==> src/rtl/veririsc_pkg.sv <==
// veririsc_pkg: shared VeriRISC opcode, phase and control-state encodings.
// The opcode constants are also used by the ALU.
package veririsc_pkg;
    localparam logic [2:0] OP_HLT = 3'b000;
    localparam logic [2:0] OP_SKZ = 3'b001;
    localparam logic [2:0] OP_ADD = 3'b010;
    localparam logic [2:0] OP_AND = 3'b011;
    localparam logic [2:0] OP_XOR = 3'b100;
    localparam logic [2:0] OP_LDA = 3'b101;
    localparam logic [2:0] OP_STO = 3'b110;
    localparam logic [2:0] OP_JMP = 3'b111;

    localparam logic [2:0] PH_INST_ADDR  = 3'd0;
    localparam logic [2:0] PH_INST_FETCH = 3'd1;
    localparam logic [2:0] PH_INST_LOAD  = 3'd2;
    localparam logic [2:0] PH_IDLE       = 3'd3;
    localparam logic [2:0] PH_OP_ADDR    = 3'd4;
    localparam logic [2:0] PH_OP_FETCH   = 3'd5;
    localparam logic [2:0] PH_ALU_OP     = 3'd6;
    localparam logic [2:0] PH_STORE      = 3'd7;

    localparam logic [1:0] CTL_RUN    = 2'd0;
    localparam logic [1:0] CTL_HALTED = 2'd1;
    localparam logic [1:0] CTL_PAUSE  = 2'd2;

    typedef struct packed {
        logic sel;
        logic rd;
        logic ld_ir;
        logic inc_pc;
        logic ld_pc;
        logic halt;
        logic data_e;
        logic ld_ac;
        logic wr;
    } strobes_t;
endpackage

==> src/rtl/veririsc_ctrl_decode.sv <==
// veririsc_ctrl_decode: combinational strobe decode from phase, control state,
// opcode and the ALU zero flag.
module veririsc_ctrl_decode
    import veririsc_pkg::*;
(
    input  logic [2:0] phase,
    input  logic [1:0] ctl,
    input  logic [2:0] opcode,
    input  logic       zero,
    output strobes_t   strobes
);
    logic run;
    logic aluop;
    logic late;

    assign run   = ctl == CTL_RUN;
    assign aluop = opcode inside {OP_ADD, OP_AND, OP_XOR, OP_LDA};
    assign late  = run && phase >= PH_ALU_OP;

    always_comb begin
        strobes        = '0;
        strobes.sel    = (run && phase <= PH_IDLE) || ctl == CTL_PAUSE;
        strobes.rd     = run && ((phase >= PH_INST_FETCH && phase <= PH_IDLE) || (phase >= PH_OP_FETCH && aluop));
        strobes.ld_ir  = run && (phase == PH_INST_LOAD || phase == PH_IDLE);
        strobes.inc_pc = run && (phase == PH_OP_ADDR || (phase == PH_ALU_OP && opcode == OP_SKZ && zero));
        strobes.halt   = ctl == CTL_HALTED || (run && phase == PH_OP_ADDR && opcode == OP_HLT);
        strobes.ld_pc  = late && opcode == OP_JMP;
        strobes.data_e = late && opcode == OP_STO;
        strobes.ld_ac  = run && phase == PH_STORE && aluop;
        strobes.wr     = run && phase == PH_STORE && opcode == OP_STO;
    end
endmodule

==> src/rtl/veririsc_ctrl.sv <==
// veririsc_ctrl: VeriRISC eight-phase instruction sequencer with halt/resume.
// Define VERIRISC_CTRL_STEP_EN to add single-instruction stepping (PAUSE state).
module veririsc_ctrl
    import veririsc_pkg::*;
#(
    parameter int OPCODE_WIDTH = 3,
    parameter int PHASE_WIDTH  = 3
) (
    input  logic                    clk,
    input  logic                    rst_n,
    input  logic [OPCODE_WIDTH-1:0] opcode,
    input  logic                    zero,
    input  logic                    resume,
`ifdef VERIRISC_CTRL_STEP_EN
    input  logic                    step_mode,
    input  logic                    step,
`endif
    output logic                    sel,
    output logic                    rd,
    output logic                    ld_ir,
    output logic                    inc_pc,
    output logic                    ld_pc,
    output logic                    halt,
    output logic                    data_e,
    output logic                    ld_ac,
    output logic                    wr,
    output logic [PHASE_WIDTH-1:0]  phase
);
    logic [1:0]             ctl;
    logic [1:0]             ctl_nxt;
    logic [PHASE_WIDTH-1:0] phase_nxt;
    strobes_t               strobes;

    always_comb begin
        ctl_nxt   = ctl;
        phase_nxt = phase;
        if (ctl == CTL_RUN) begin
            // HLT freezes the phase at OP_ADDR; the PC has already been bumped
            if (phase == PH_OP_ADDR && opcode == OP_HLT)
                ctl_nxt = CTL_HALTED;
            else
                phase_nxt = phase + 1'b1;
`ifdef VERIRISC_CTRL_STEP_EN
            if (phase == PH_STORE && step_mode)
                ctl_nxt = CTL_PAUSE;
`endif
        end else if (ctl == CTL_HALTED && resume) begin
            ctl_nxt   = CTL_RUN;
            phase_nxt = PH_INST_ADDR;
        end
`ifdef VERIRISC_CTRL_STEP_EN
        else if (ctl == CTL_PAUSE && (step || !step_mode))
            ctl_nxt = CTL_RUN;
`endif
    end

    always_ff @(posedge clk or negedge rst_n) begin
        if (!rst_n) begin
            ctl   <= CTL_RUN;
            phase <= PH_INST_ADDR;
        end else begin
            ctl   <= ctl_nxt;
            phase <= phase_nxt;
        end
    end

    veririsc_ctrl_decode u_decode (
        .phase   (phase),
        .ctl     (ctl),
        .opcode  (opcode),
        .zero    (zero),
        .strobes (strobes)
    );

    assign {sel, rd, ld_ir, inc_pc, ld_pc, halt, data_e, ld_ac, wr} = strobes;
endmodule

==> config.mk <==
export PLATFORM = sky130hd
export DESIGN_NAME = veririsc_ctrl
export DESIGN_NICKNAME = d
export VERILOG_FILES = /design/src/rtl/veririsc_pkg.sv /design/src/rtl/veririsc_ctrl_decode.sv /design/src/rtl/veririsc_ctrl.sv
export SDC_FILE = /design/constraint.sdc
export NUM_CORES = 1
export LEC_CHECK = 0
export CORE_AREA = 3 3 40 42
export DETAILED_ROUTE_END_ITERATION = 10
export DIE_AREA = 0 0 43 45
export GPL_ROUTABILITY_DRIVEN = 0
export PLACE_DENSITY = 0.65
export SETUP_SLACK_MARGIN = 0.1
export SLEW_MARGIN = 20
export SYNTH_ARGS = -nofsm -noshare
export SYNTH_HDL_FRONTEND = slang
export SYNTH_SLANG_ARGS = --single-unit
==> constraint.sdc <==
create_clock -name clk -period 2 [get_ports clk]
set_input_delay 0.4 -clock clk [delete_from_list [all_inputs] [get_ports clk]]
set_output_delay 0.4 -clock clk [all_outputs]
set_load 0.02 [all_outputs]
-- Word level (Yosys, flattened, before mapping)
Cells that the tools add are included.
- word-level logic and storage cells: 58
- input bits: 7
- bits in registers: 5
- output and inout bits: 12
- $add $sub $neg: 1
- eq/ne operators: 16
- order comparisons: 4
- reductions and logical operators: 29
- mux-type cells: 6
- operators by type and width (operator ; count):
    equality test 3 bit, second input constant ; 7
    logical AND 1 bit ; 18
    equality test 3 x 2 -> 1 bit, second input constant ; 4
    2-to-1 mux 3 bit ; 3
    greater-or-equal comparator 3 bit, second input constant ; 2
    2-to-1 mux 2 bit ; 3
    logical OR 1 bit ; 5
    inequality test 2 bit, second input constant ; 2
    AND reduction 2 bit ; 2
    nonzero test 4 bit ; 1
    adder 3 x 1 -> 3 bit, second input constant ; 1
    equality test 3 x 1 -> 1 bit, second input constant ; 1
    greater-or-equal comparator 3 x 1 -> 1 bit, second input constant ; 1
    <= comparator 3 x 2 -> 1 bit, second input constant ; 1
    logical NOT 3 bit ; 1
    equality test 2 x 1 -> 1 bit, second input constant ; 1
    equality test 2 bit, second input constant ; 1
    logical NOT 2 bit ; 1
    nonzero test 2 bit ; 1

-- Depth between registers and ports, before layout
- word-level depth: 5
- mapped depth: 5
- depth with buffers taken out: 5

-- By module
From an unflattened synthesis, not the netlist that was laid out.
- cell total of the unflattened synthesis: 38
- area total of the unflattened synthesis: 369.1 um^2
- by module, submodules not included (module ; sequential area each (um^2) ; times used ; area each (um^2) ; cells each):
    veririsc_ctrl ; 100.1 ; 1 ; 231.5 ; 19
    veririsc_ctrl_decode ; 0.0 ; 1 ; 137.6 ; 19

-- Least setup slack after synthesis
No wires, ideal clock.
- kind: register to output
- start point: reg phase[1]
- end point: out wr
- arrival time: 1507 ps
- buffers on the path: 0
- slack: 93 ps
- required time: 1600 ps
- cell stages (with the launch flop): 5
- cells stage by stage: dfrtp_1 -> ha_1 -> ha_1 -> nand3_1 -> nor3b_1
- word-level cells in the longest chain between the ends: 3
- ends and longest elaborated chain (item ; RTL line ; source):
    start, declared ; veririsc_ctrl.sv:27 ; output logic [PHASE_WIDTH-1:0] phase
    start signal, assigned ; veririsc_ctrl.sv:63 ; phase <= phase_nxt;
    equality test 3 bit ; veririsc_ctrl_decode.sv:30 ; strobes.wr = run && phase == PH_STORE && opcode == OP_STO;
    logical AND 1 bit (2 in a row) ; veririsc_ctrl_decode.sv:30 ;
    end, declared ; veririsc_ctrl.sv:26 ; output logic wr,
Every way passes these cells.

-- Worst setup path in the final report
- start point: reg phase[0]
- end point: out rd
- word-level cells in the longest chain between the ends: 4
- elaborated cells on any way between the ends: 7
- those cells by class: order compare (3); reduce/logical (4)
- ends and longest elaborated chain (item ; RTL line ; source):
    greater-or-equal comparator 3 x 1 -> 1 bit, or another cell as far along ; veririsc_ctrl_decode.sv:23 ; strobes.rd = run && ((phase >= PH_INST_FETCH && phase <= PH_IDLE) || (phase >= PH_OP_FETCH && aluop));
    logical AND 1 bit ; veririsc_ctrl_decode.sv:23 ;
    logical OR 1 bit * ; veririsc_ctrl_decode.sv:23 ;
    logical AND 1 bit * ; veririsc_ctrl_decode.sv:23 ;
    end, declared ; veririsc_ctrl.sv:19 ; output logic rd,
Mark *: on every way between the ends. The rest lies on a longest branch, timed or not.

==> summary.log <==
qor: synthesis.yosys.area.top_type sky130_fd_sc_hd__dfrtp_1
qor: detailed_routing.drt_first_pass_iters 2
qor: layout.post_route_cells_drive_above_1_share 0.415
qor: clock_network.cts_inserted_buffers 3
qor: clock_network.cts_tree built
qor: synthesis.ys_types 20
qor: detailed_routing.vias 461
qor: global_routing.first_global_vias 480
qor: die.placeableCoreArea 1280 um2
qor: worst_setup_path.worst-endpoint-required 1.60 ns
qor: global_routing.grt.overflow.total 0
qor: global_routing.antenna_found_initial 0
qor: clock_network.clkSlewWorstSetupHoldPaths 0.04 ns
qor: global_routing.global_route.usage.total 0.135
qor: detailed_routing.wirelength 1190 um
qor: layout.areaGrowthSynthToFinish 78.5%
qor: die.io-pin-count 19
qor: pwr.reported_leakage_power 0.358 nW
qor: layout.stdcell_area 717 um2
qor: timing.period_share 0.936
qor: layout.design.final.nets 97
qor: detailed_routing.post_drt_via_cell_ratio 4.75
qor: pwr.power-per-cell-area 1500 nW/um2
qor: placed_design.io_buffer_count 18
qor: worst_setup_path.crit_path_max_fanout 4
qor: worst_setup_path.crit_start phase[0]
qor: die.die_width 43 um
qor: worst_setup_path.worstSetupEndpointType output port
qor: worst_setup_path.startpoint_type_of_the_worst_setup_path flop
qor: synthesis.yosys_register_bits 4
qor: synthesis.synth_top_area_share 0.249
qor: detailed_routing.routedWlPerCell 12.3 um
qor: clock_network.clk-insertion-delay-late 0.23 ns
qor: pwr.report.power.total 1.07 mW
qor: layout.final_cell_mix sky130_fd_sc_hd__buf_4, sky130_fd_sc_hd__clkdlybuf4s50_1, sky130_fd_sc_hd__inv_1, sky130_fd_sc_hd__ha_1, sky130_fd_sc_hd__dlygate4sd2_1
qor: global_routing.grt_max_degree 8
qor: timing.postLayoutSetupSlackWorst 0.128 ns
qor: layout.mostFrequentLayoutCell sky130_fd_sc_hd__buf_4
qor: clock_network.tritoncts_num_sinks 4
qor: synthesis.syn_avg_cell_area 8.20 um2
qor: die.start_util 0.313
qor: synthesis.mappedNetlistArea 402 um2
qor: synthesis.synth.area.top_cells sky130_fd_sc_hd__dfrtp_1, sky130_fd_sc_hd__ha_1, sky130_fd_sc_hd__nor2b_1
qor: placed_design.place.detailed.hpwl 1000 um
qor: detailed_routing.ant_nets 0
qor: worst_setup_path.setup.worst_path.class reg2out
qor: timing.maxSlewViolCount 0
qor: synthesis.syn_nets 62
qor: timing.grt_setup_unrepaired yes
qor: timing.finalHoldViolCount 0
qor: detailed_routing.remaining_drc_errors 0
qor: synthesis.ys.warnings.count 0
qor: clock_network.cts.path.max_buffers 2
qor: pwr.ir_worst_vdd 0.687 mV
qor: clock_network.cts.root.buffer_cell sky130_fd_sc_hd__clkbuf_4
qor: timing.timing.clock.skew 0.00425 ns
qor: run_status.status finished, final reports clean
qor: synthesis.synthesis.instances 49
qor: run.max_cap_violations 0
qor: layout.diodes 0
qor: min_path.timing.hold.worst.class in2async
qor: layout.n_fill_cell 135
qor: timing.timing.fmax 0.534 GHz
qor: placed_design.place_area 693 um2
qor: timing.post-route-min-period 1.87 ns
qor: placed_design.minimum_setup_slack_after_placement -0.493 ns
qor: die.dieHeight 45 um
qor: die.number_of_rows_in_the_core_area 13
qor: timing.worstMarginPinSlew 0.234 ns
qor: synthesis.yosysSeqAreaShare 0.249
qor: timing.timing.final.setup_violations 0
qor: clock_network.cts.htree.levels 1
qor: global_routing.grt_pass1_wl 1950 um
qor: timing.relSlewSlack 0.843
qor: worst_setup_path.critical_path.reg2reg.startpoint phase[1]
qor: worst_setup_path.worst_ep_arrival_time 1.47 ns
qor: die.die_area 1940 um2
qor: detailed_routing.detailedRoute.firstIterationViolations 5
-- where the power goes --
group          switching (mW)  internal [mW]
combinational           0.394          0.415
clock                  0.0292         0.0669
sequential             0.0472          0.122
total                   0.471          0.604
-- per-stage QoR --
step / hold WS [ns] / cells / utilization / setup TNS [ns]
finish: 0.376 / 97 / 0.558 / 0
detailed placement: 0.615 / 93 / 0.539 / -2.41
global route: 0.370 / 97 / 0.558 / 0
floorplan: 0.104 / 49 / - / 0
CTS: 0.370 / 97 / 0.539 / 0
global placement: 0.614 / 93 / 0.539 / -2.31
-- synthesized netlist by cell type --
cell type / count
sky130_fd_sc_hd__nor3b_1: 3
sky130_fd_sc_hd__a21oi_1: 1
sky130_fd_sc_hd__a311o_1: 1
sky130_fd_sc_hd__o211ai_1: 1
sky130_fd_sc_hd__dfrtp_1: 4
sky130_fd_sc_hd__ha_1: 6
sky130_fd_sc_hd__inv_1: 6
sky130_fd_sc_hd__a41oi_1: 1
sky130_fd_sc_hd__nor2_1: 4
sky130_fd_sc_hd__nand2_1: 3
sky130_fd_sc_hd__mux2i_1: 1
sky130_fd_sc_hd__buf_2: 2
sky130_fd_sc_hd__a221oi_1: 1
sky130_fd_sc_hd__o21a_1: 2
sky130_fd_sc_hd__nand3_1: 3
sky130_fd_sc_hd__xnor2_1: 1
sky130_fd_sc_hd__nor2b_1: 4
sky130_fd_sc_hd__a31oi_1: 2
sky130_fd_sc_hd__nor3_1: 2
sky130_fd_sc_hd__a31o_2: 1
-- path summary, 6_finish.rpt --
kind / endpoint / slack, ns / depth (start not counted)
max: rd / 0.13 / 6
min: phase[1] / 0.38 / 1
max reg2reg: phase[1] / 0.52 / 6
min reg2reg: phase[0] / 0.64 / 2
max in group asynchronous: phase[0] / 1.43 / 1
min in group clk: phase[0] / 0.64 / 2
-- final cells by class --
class | instances | area, um2 | area share
Tap cell | 15 | 18.8 | 0.0262
Inverter | 6 | 22.5 | 0.0314
Clock buffer | 3 | 22.5 | 0.0314
Timing Repair Buffer | 32 | 260 | 0.363
Sequential cell | 4 | 103 | 0.143
Multi-Input combinational cell | 37 | 290 | 0.405
-- logic make-up (layout without fill, tap and decap cells) --
kind of cell               count (synthesis)  count (layout)  share of synthesized area
AOI/OAI and AO/OA                         10              10                      0.190
muxes                                      1               1                     0.0249
xor gates and xnor gates                   1               1                     0.0218
buffers and inverters                      8              41                     0.0810
and+or+nand+nor                           19              19                      0.246
adders and majority gates                  6               6                      0.187
DFF                                        4               4                      0.249
-- critical path, cell delays in order (launching register included) --
cell and delay, ns:
sky130_fd_sc_hd__dfrtp_2 0.43, sky130_fd_sc_hd__buf_6 0.13, sky130_fd_sc_hd__ha_2 0.17, sky130_fd_sc_hd__nor2_2 0.14, sky130_fd_sc_hd__a221oi_2 0.05, sky130_fd_sc_hd__o21a_1 0.21
sky130_fd_sc_hd__buf_6 0.13
-- repair_timing --
action	4_1_cts	5_1_grt
hold buffers	0	0
setup buffers	1	0
endpoints found under the setup margin	9	6
gates resized for setup	30	16
pin swaps	1	2
-- sequential cells by signal, indices dropped and copies added (netlist names) --
| signal | cells |
|---|---|
| ctl | 1 |
| phase | 3 |
-- layer usage --
layer | up-vias | routed length (um) | part of all wire | global-route usage
li1 | 238 | - | - | -
met1 | 211 | 491 | 0.41 | 0.137
met2 | 12 | 633 | 0.53 | 0.272
met3 | 0 | 67 | 0.056 | 0.0438
met4 | 0 | 0 | 0 | 0.0181
met5 | - | 0 | 0 | 0
Power figures use the tool's default switching activity.
